### src/rtl/ws_systolic_nxn_if.sv
// rtl/ws_systolic_nxn_if.sv - weight/activation/result handshake bundle for ws_systolic_nxn
interface ws_systolic_nxn_if #(
    parameter int ROWS = 4,
    parameter int COLS = 4,
    parameter int BW   = 8,
    parameter int AW   = 32
);
    logic                 wt_valid;
    logic                 wt_ready;
    logic [COLS*BW-1:0]   wt_in;
    logic                 act_valid;
    logic                 act_ready;
    logic [ROWS*BW-1:0]   act_in;
    logic                 flush;
    logic                 res_valid;
    logic                 res_ready;
    logic [COLS*AW-1:0]   res_out;
    logic                 busy;
    logic [1:0]           state_o;

    modport master (
        output wt_valid, wt_in, act_valid, act_in, flush, res_ready,
        input  wt_ready, act_ready, res_valid, res_out, busy, state_o
    );

    modport slave (
        input  wt_valid, wt_in, act_valid, act_in, flush, res_ready,
        output wt_ready, act_ready, res_valid, res_out, busy, state_o
    );
endinterface

### src/rtl/ws_systolic_nxn.sv
// rtl/ws_systolic_nxn.sv - weight-stationary ROWS x COLS systolic MAC array with sequencer
// Vector accepted at edge t appears on res_out at edge t+ROWS+COLS; one global stall freezes the datapath.
module ws_systolic_nxn #(
    parameter int ROWS   = 4,
    parameter int COLS   = 4,
    parameter int BW     = 8,
    parameter int AW     = 32,
    parameter bit SIGNED = 1'b1
) (
    input  logic              clk,
    input  logic              rst_n,
    ws_systolic_nxn_if.slave  bus
);
    typedef enum logic [1:0] {
        IDLE    = 2'd0,
        LOAD    = 2'd1,
        COMPUTE = 2'd2,
        DRAIN   = 2'd3
    } state_t;

    localparam int LW = $clog2(ROWS + 1);
    localparam int IW = $clog2(ROWS + COLS + 2) + 1;
    localparam int VL = ROWS + COLS + 1;

    state_t             state_q, state_d;
    logic [LW-1:0]      ld_cnt_q, ld_cnt_d;
    logic [IW-1:0]      inflight_q, inflight_d;
    logic [VL-1:0]      vld_q;
    logic               stall;
    logic               wt_hs;
    logic               act_hs;
    logic               res_hs;

    logic [BW-1:0]      act_w  [ROWS][COLS];
    logic [BW-1:0]      wt_w   [ROWS][COLS];
    logic [AW-1:0]      psum_w [ROWS][COLS];
    logic [AW-1:0]      res_col [COLS];
    logic [COLS*AW-1:0] res_flat;

    assign stall         = vld_q[VL-1] & ~bus.res_ready;
    assign wt_hs         = bus.wt_valid & bus.wt_ready;
    assign act_hs        = bus.act_valid & bus.act_ready;
    assign res_hs        = bus.res_valid & bus.res_ready;

    assign bus.wt_ready  = (state_q == IDLE) || (state_q == LOAD);
    assign bus.act_ready = (state_q == COMPUTE) && !stall;
    assign bus.res_valid = vld_q[VL-1];
    assign bus.res_out   = res_flat;
    assign bus.busy      = (state_q != IDLE);
    assign bus.state_o   = state_q;

    always_ff @(posedge clk or negedge rst_n) begin
        if (!rst_n) begin
            state_q    <= IDLE;
            ld_cnt_q   <= '0;
            inflight_q <= '0;
        end else begin
            state_q    <= state_d;
            ld_cnt_q   <= ld_cnt_d;
            inflight_q <= inflight_d;
        end
    end

    always_comb begin
        state_d  = state_q;
        ld_cnt_d = ld_cnt_q;
        case (state_q)
            IDLE: begin
                if (wt_hs) begin
                    if (ROWS == 1) begin
                        state_d = COMPUTE;
                    end else begin
                        state_d  = LOAD;
                        ld_cnt_d = LW'(1);
                    end
                end
            end
            LOAD: begin
                if (bus.flush) begin
                    state_d  = IDLE;
                    ld_cnt_d = '0;
                end else if (wt_hs) begin
                    if (ld_cnt_q == LW'(ROWS - 1)) begin
                        state_d  = COMPUTE;
                        ld_cnt_d = '0;
                    end else begin
                        ld_cnt_d = ld_cnt_q + LW'(1);
                    end
                end
            end
            COMPUTE: begin
                if (bus.flush) begin
                    state_d = DRAIN;
                end
            end
            DRAIN: begin
                if ((inflight_q == '0) && !vld_q[VL-1]) begin
                    state_d = IDLE;
                end
            end
            default: state_d = IDLE;
        endcase
    end

    always_comb begin
        inflight_d = inflight_q;
        if (act_hs && !res_hs) begin
            inflight_d = inflight_q + IW'(1);
        end else if (!act_hs && res_hs) begin
            inflight_d = inflight_q - IW'(1);
        end
    end

    // The valid bit rides alongside the wavefront; its last stage is res_valid.
    always_ff @(posedge clk or negedge rst_n) begin
        if (!rst_n) begin
            vld_q <= '0;
        end else if (!stall) begin
            vld_q <= {vld_q[VL-2:0], act_hs};
        end
    end

    for (genvar r = 0; r < ROWS; r++) begin : g_skew
        logic [BW-1:0] sk_q [r+1];

        always_ff @(posedge clk or negedge rst_n) begin
            if (!rst_n) begin
                for (int k = 0; k <= r; k++) sk_q[k] <= '0;
            end else if (!stall) begin
                sk_q[0] <= act_hs ? bus.act_in[r*BW +: BW] : '0;
                for (int k = 1; k <= r; k++) sk_q[k] <= sk_q[k-1];
            end
        end

        assign act_w[r][0] = sk_q[r];
    end

    for (genvar r = 0; r < ROWS; r++) begin : g_row
        for (genvar c = 0; c < COLS; c++) begin : g_pe
            logic [BW-1:0]   w_q;
            logic [BW-1:0]   w_src;
            logic [AW-1:0]   ps_q;
            logic [AW-1:0]   ps_in;
            logic [2*BW-1:0] a_x, w_x, p_x;
            logic [AW-1:0]   prod;

            assign wt_w[r][c]   = w_q;
            assign psum_w[r][c] = ps_q;

            // Weight beats enter row 0 and shift down, so the first beat settles in the bottom row.
            if (r == 0) begin : g_top
                assign w_src = bus.wt_in[c*BW +: BW];
                assign ps_in = '0;
            end else begin : g_below
                assign w_src = wt_w[r-1][c];
                assign ps_in = psum_w[r-1][c];
            end

            always_comb begin
                if (SIGNED) begin
                    a_x  = {{BW{act_w[r][c][BW-1]}}, act_w[r][c]};
                    w_x  = {{BW{w_q[BW-1]}}, w_q};
                    p_x  = a_x * w_x;
                    prod = AW'($signed(p_x));
                end else begin
                    a_x  = {{BW{1'b0}}, act_w[r][c]};
                    w_x  = {{BW{1'b0}}, w_q};
                    p_x  = a_x * w_x;
                    prod = AW'(p_x);
                end
            end

            always_ff @(posedge clk or negedge rst_n) begin
                if (!rst_n) begin
                    w_q <= '0;
                end else if (wt_hs) begin
                    w_q <= w_src;
                end
            end

            always_ff @(posedge clk or negedge rst_n) begin
                if (!rst_n) begin
                    ps_q <= '0;
                end else if (!stall) begin
                    ps_q <= ps_in + prod;
                end
            end

            if (c < COLS - 1) begin : g_pass
                logic [BW-1:0] a_q;

                always_ff @(posedge clk or negedge rst_n) begin
                    if (!rst_n) begin
                        a_q <= '0;
                    end else if (!stall) begin
                        a_q <= act_w[r][c];
                    end
                end

                assign act_w[r][c+1] = a_q;
            end
        end
    end

    // Column c leaves the array c cycles late; COLS-c stages realign it, the last one being res_out.
    for (genvar c = 0; c < COLS; c++) begin : g_deskew
        localparam int DL = COLS - c;
        logic [AW-1:0] ds_q [DL];

        always_ff @(posedge clk or negedge rst_n) begin
            if (!rst_n) begin
                for (int k = 0; k < DL; k++) ds_q[k] <= '0;
            end else if (!stall) begin
                ds_q[0] <= psum_w[ROWS-1][c];
                for (int k = 1; k < DL; k++) ds_q[k] <= ds_q[k-1];
            end
        end

        assign res_col[c] = ds_q[DL-1];
    end

    always_comb begin
        res_flat = '0;
        for (int c = 0; c < COLS; c++) res_flat[c*AW +: AW] = res_col[c];
    end
endmodule

### src/flat_wrapper.sv
// flat-port wrapper written by rule: the top's interface ports become plain ports
module ws_systolic_nxn_flat 
#(
    parameter int ROWS   = 4,
    parameter int COLS   = 4,
    parameter int BW     = 8,
    parameter int AW     = 32,
    parameter bit SIGNED = 1'b1
)
  (clk, rst_n, bus_wt_valid, bus_wt_in, bus_act_valid, bus_act_in, bus_flush, bus_res_ready, bus_wt_ready, bus_act_ready, bus_res_valid, bus_res_out, bus_busy, bus_state_o);
  ws_systolic_nxn_if #(.ROWS(ROWS), .COLS(COLS), .BW(BW), .AW(AW)) bus_i ();
  input  logic clk;
  input  logic rst_n;
  input wire logic [$bits(bus_i.wt_valid)-1:0] bus_wt_valid;
  input wire logic [$bits(bus_i.wt_in)-1:0] bus_wt_in;
  input wire logic [$bits(bus_i.act_valid)-1:0] bus_act_valid;
  input wire logic [$bits(bus_i.act_in)-1:0] bus_act_in;
  input wire logic [$bits(bus_i.flush)-1:0] bus_flush;
  input wire logic [$bits(bus_i.res_ready)-1:0] bus_res_ready;
  output wire logic [$bits(bus_i.wt_ready)-1:0] bus_wt_ready;
  output wire logic [$bits(bus_i.act_ready)-1:0] bus_act_ready;
  output wire logic [$bits(bus_i.res_valid)-1:0] bus_res_valid;
  output wire logic [$bits(bus_i.res_out)-1:0] bus_res_out;
  output wire logic [$bits(bus_i.busy)-1:0] bus_busy;
  output wire logic [$bits(bus_i.state_o)-1:0] bus_state_o;
  assign bus_i.wt_valid = bus_wt_valid;
  assign bus_i.wt_in = bus_wt_in;
  assign bus_i.act_valid = bus_act_valid;
  assign bus_i.act_in = bus_act_in;
  assign bus_i.flush = bus_flush;
  assign bus_i.res_ready = bus_res_ready;
  assign bus_wt_ready = bus_i.wt_ready;
  assign bus_act_ready = bus_i.act_ready;
  assign bus_res_valid = bus_i.res_valid;
  assign bus_res_out = bus_i.res_out;
  assign bus_busy = bus_i.busy;
  assign bus_state_o = bus_i.state_o;
  ws_systolic_nxn #(.ROWS(ROWS), .COLS(COLS), .BW(BW), .AW(AW), .SIGNED(SIGNED)) u_core (.clk(clk), .rst_n(rst_n), .bus(bus_i));
endmodule
### config.mk
export PLATFORM = sky130hd
export DESIGN_NAME = ws_systolic_nxn_flat
export DESIGN_NICKNAME = d
export VERILOG_FILES = /design/src/rtl/ws_systolic_nxn_if.sv /design/src/rtl/ws_systolic_nxn.sv /design/src/flat_wrapper.sv
export SDC_FILE = /design/constraint.sdc
export NUM_CORES = 2
export LEC_CHECK = 0
export BUFFER_PORTS_ARGS = -buffer_cell sky130_fd_sc_hd__clkbuf_2
export CAP_MARGIN = 20
export CORE_MARGIN = 2
export CORE_UTILIZATION = 35
export CTS_CLUSTER_SIZE = 14
export DETAILED_ROUTE_END_ITERATION = 10
export PLACE_DENSITY_LB_ADDON = 0.3
export SLEW_MARGIN = 0
export SYNTH_ARGS = -nofsm -noshare
export SYNTH_HDL_FRONTEND = slang
export SYNTH_SLANG_ARGS = --single-unit
### constraint.sdc
create_clock -name clk -period 9.6 [get_ports clk]
set_input_delay 2.88 -clock clk [delete_from_list [all_inputs] [get_ports clk]]
set_output_delay 2.88 -clock clk [all_outputs]
set_load 0.05 [all_outputs]
==> flow_summary.yaml <==
run_status:
  status: "completed"
route:
  routed_wl_um: 212000
  drt-initial-drc-count: 3504
  vias: 62900
  route.detailed.drc: 0
  dr.pass1.iters: 6
  avgRoutedWirePerCell_um: 15.9
  postRouteAntennaNets: 0
  viasPerCell: 4.73
yosys:
  synth_edf_count: 0
  syn_avg_cell_area_um2: 8.98
  synth_area_mm2: 0.0891
  synth_nets: 11700
  synth_cells: 9920
  synth-compound-area-share: 0.0787
  synthFlopType: "dfrtp_1"
  async_flop_share: 1.00
  yosysWarnings: 0
  synth_xor_area_frac: 0.0408
  yosys.cell_types.count: 81
  seq_area_frac_synth: 0.289
  ys_seq_elements: 1031
  synthMuxAreaShare: 0.00175
  synth_fa_ha_area_frac: 0.319
  synthSimpleGateAreaFrac: 0.187
  synth_top_family_by_area: "adder cells"
layout:
  area_delta_synth_final_pct: 9.03
  post-route-util: 0.383
  nNetsFinal: 11600
  layout-drive-gt1-share: 0.0524
power:
  vdd_ir_drop_max_mv: 0.222
  p_leak_nw: 50.3
  power_density_mw_per_mm2: 318
sta:
  rsz0062_at_grt: "false"
  finalSetupViolCount: 0
  holdWs_ps: 455
  min_period_ps: 7640
  finalHoldViolations: 0
  fmax_mhz: 131
  slew_headroom: 0.330
  tns_ps: 0
  timing.final.max_slew_violations: 0
  skew_ps: 55.3
  worst_pin_slew_ps: 980
  finalCritPeriodShare: 0.796
run:
  maxCapViolCount: 0
clock_network:
  ctsResizeCount: 0
  cts_max_level: 4
  cts_made_buffers: 131
  clockRootBuffer: "clkbuf_16"
  clk_pin_slew_ps: 60
  cts_num_sinks: 1031
  worstSkewPairLatency_ps: 820
  cts_tree: "yes"
  cts_setup_buffers: 0
  hold_buffers: 0
  cts_buffer_depth: 3
floorplan:
  design.core.area_mm2: 0.254
  pin_count: 204
  dieArea_mm2: 0.259
  fp-row-count: 185
  die_h_um: 509
  die_w_um: 509
  initial_core_util: 0.351
grt:
  antenna_found_initial: 8
  grt_pass1_wl_um: 351000
  grt_start_max_net_pins: 166
  grt_pass1_vias: 65500
  grt.total_usage: 0.167
  gr-total-overflow: 0
worst_setup_path:
  start_kind: "flop"
  cpPeakStageDelay_ps: 910
  crit_start: "u_core.act_w[29]"
  critPathRequiredTime_ps: 10260
  endpoint_kind: "flop"
  crit_fanout: 18
  path_class: "reg2reg"
  reg2reg_from: "u_core.act_w[29]"
  worstPathArrival_ps: 8290
  slowest_stage: "a2111oi_0"
worst_hold_path:
  min_from: "u_core.g_skew[2].sk_q[23]"
  hold_class: "reg2reg"
placement:
  hpwl_um: 162000
  routabilityCongestion: 0.836
  port-buffer-count: 203
sequential cells by signal (all words and copies together), names as in the netlist, named ones only:
signal / count
u_core.act_w: 24
u_core.bus.res_out: 96
u_core.bus.state_o: 1
u_core.g_deskew.ds_q: 224
u_core.g_row.g_pe.g_pass.a_q: 96
u_core.g_row.g_pe.ps_q: 388
u_core.g_row.g_pe.w_q: 128
u_core.g_skew.sk_q: 56
u_core.inflight_q: 5
u_core.ld_cnt_q: 3
u_core.vld_q: 9
final timing paths:
kind	endpoint	cells past startpoint	slack, ps
max in group asynchronous	u_core.g_row[1].g_pe[1].ps_q[13]	3	5640
setup reg to reg	u_core.g_row[3].g_pe[0].ps_q[31]	26	1960
min in group asynchronous	u_core.bus.res_out[33]	1	2170
hold reg to reg	u_core.g_skew[2].sk_q[15]	2	450
setup / recovery	u_core.g_row[3].g_pe[0].ps_q[31]	26	1960
hold / removal	u_core.g_skew[2].sk_q[15]	2	450
power by group:
group	leakage, nW	switching (mW)	internal [mW]
clock network	2.14	2.14	2.91
logic	35.1	10.5	7.19
registers	13.0	1.96	6.26
metal layers:
layer	wire length (µm)	up-vias	share of wire	track usage
met1	103000	31200	0.49	0.239
met3	8330	236	0.039	0.0245
met5	34	-	0.00016	0
li1	-	30500	-	-
met4	4260	6	0.020	0.0377
met2	96300	983	0.45	0.266
worst max-delay path, delay by kind of cell, from the launching register on:
| kind | cells | cell delay (ps) |
|---|---|---|
| buffers and inverters | 4 | 210 |
| adders and majority gates | 6 | 2750 |
| AOI/OAI and AO/OA | 9 | 2130 |
| xor gates and xnor gates | 2 | 960 |
| and+or+nand+nor | 5 | 930 |
| DFF | 1 | 520 |
through the flow:
stage | instance area, µm² | setup WS (ps) | power, mW | instances
after floorplan | 89100 | 2520 | 21.5 | 9920
after global placement | 92700 | 1950 | 25.6 | 13100
after detailed placement | 92700 | 1990 | 26.0 | 13100
after CTS | 97100 | 1970 | 31.3 | 13300
after global routing | 97200 | 1320 | 34.0 | 13300
final | 97200 | 1960 | 30.9 | 13300
placed cells by master (no fill, tap or decap), types with 11 or more instances in the layout:
cell type | Yosys | routed
nor2b_1 | 68 | 66
a22o_1 | 34 | 34
clkinv_2 | 0 | 21
a21o_1 | 109 | 109
clkbuf_8 | 0 | 24
a21boi_0 | 13 | 13
buf_4 | 96 | 36
nand3_1 | 55 | 55
dfrtp_1 | 1031 | 1031
nor3_1 | 60 | 60
clkbuf_2 | 0 | 202
o31ai_1 | 28 | 28
a31oi_1 | 21 | 21
a21oi_1 | 387 | 387
nand3b_1 | 12 | 12
o21bai_1 | 77 | 77
fa_1 | 973 | 973
nand4_1 | 11 | 11
clkinvlp_4 | 0 | 12
o211ai_1 | 21 | 21
clkbuf_1 | 368 | 16
or2_2 | 13 | 13
nand2_1 | 2416 | 2415
nor2_1 | 348 | 348
inv_1 | 1408 | 1408
o21ai_0 | 211 | 211
o21ai_1 | 15 | 15
o21a_1 | 56 | 56
xor2_1 | 110 | 110
xnor2_1 | 300 | 297
clkbuf_16 | 0 | 131
nand2b_1 | 82 | 81
a211oi_1 | 39 | 39
mux2_2 | 13 | 13
ha_1 | 713 | 713
and2_1 | 619 | 618
or3_1 | 28 | 28
o41ai_1 | 15 | 15
and3_1 | 34 | 34
synth_stat cells, types with 10 or more instances:
master       n  area share
o21ai_0    211       0.012
a211oi_1    39      0.0033
xor2_1     110       0.011
o31ai_1     28      0.0024
o41ai_1     15      0.0015
a22o_1      34      0.0033
mux2_2      13      0.0016
nor4_1      10     0.00070
nand3_1     55      0.0031
nand4_1     11     0.00077
and2_1     619       0.043
buf_1       17     0.00072
xnor2_1    300       0.029
or3_1       28      0.0020
nor2b_1     68      0.0048
or2_2       13     0.00091
nand2b_1    82      0.0058
a31oi_1     21      0.0015
buf_4       96      0.0081
a21boi_0    13      0.0011
nand3b_1    12      0.0010
nor2_1     348       0.015
o211ai_1    21      0.0018
ha_1       713        0.10
o21a_1      56      0.0047
o21bai_1    77      0.0065
a21oi_1    387       0.022
clkbuf_1   368       0.015
nand2_1   2416        0.10
nor3_1      60      0.0034
a21o_1     109      0.0092
dfrtp_1   1031        0.29
and3_1      34      0.0024
inv_1     1408       0.059
o21ai_1     15     0.00084
fa_1       973        0.22
cell families (layout without fill, tap and decap cells):
| family | Yosys count | after routing |
|---|---|---|
| AO/OA/AOI/OAI | 1106 | 1106 |
| multiplexers | 14 | 14 |
| other | 0 | 3 |
| adder cells (fa/ha/maj) | 1686 | 1686 |
| buffers and inverters | 1891 | 1884 |
| flip-flops | 1031 | 1031 |
| XOR/XNOR | 412 | 412 |
| AND/OR/NAND/NOR | 3780 | 3780 |
layout make-up:
class,count,area [µm²]
sequential,1031,25800
clock buffer,171,3670
antenna,3,7.51
tap,3366,4210
fill,25800,157000
clock inverter,56,786
timing repair buffer,248,1490
multi-input combinational,6998,55900
inverter,1409,5290
Power figures use the tool's default switching activity.
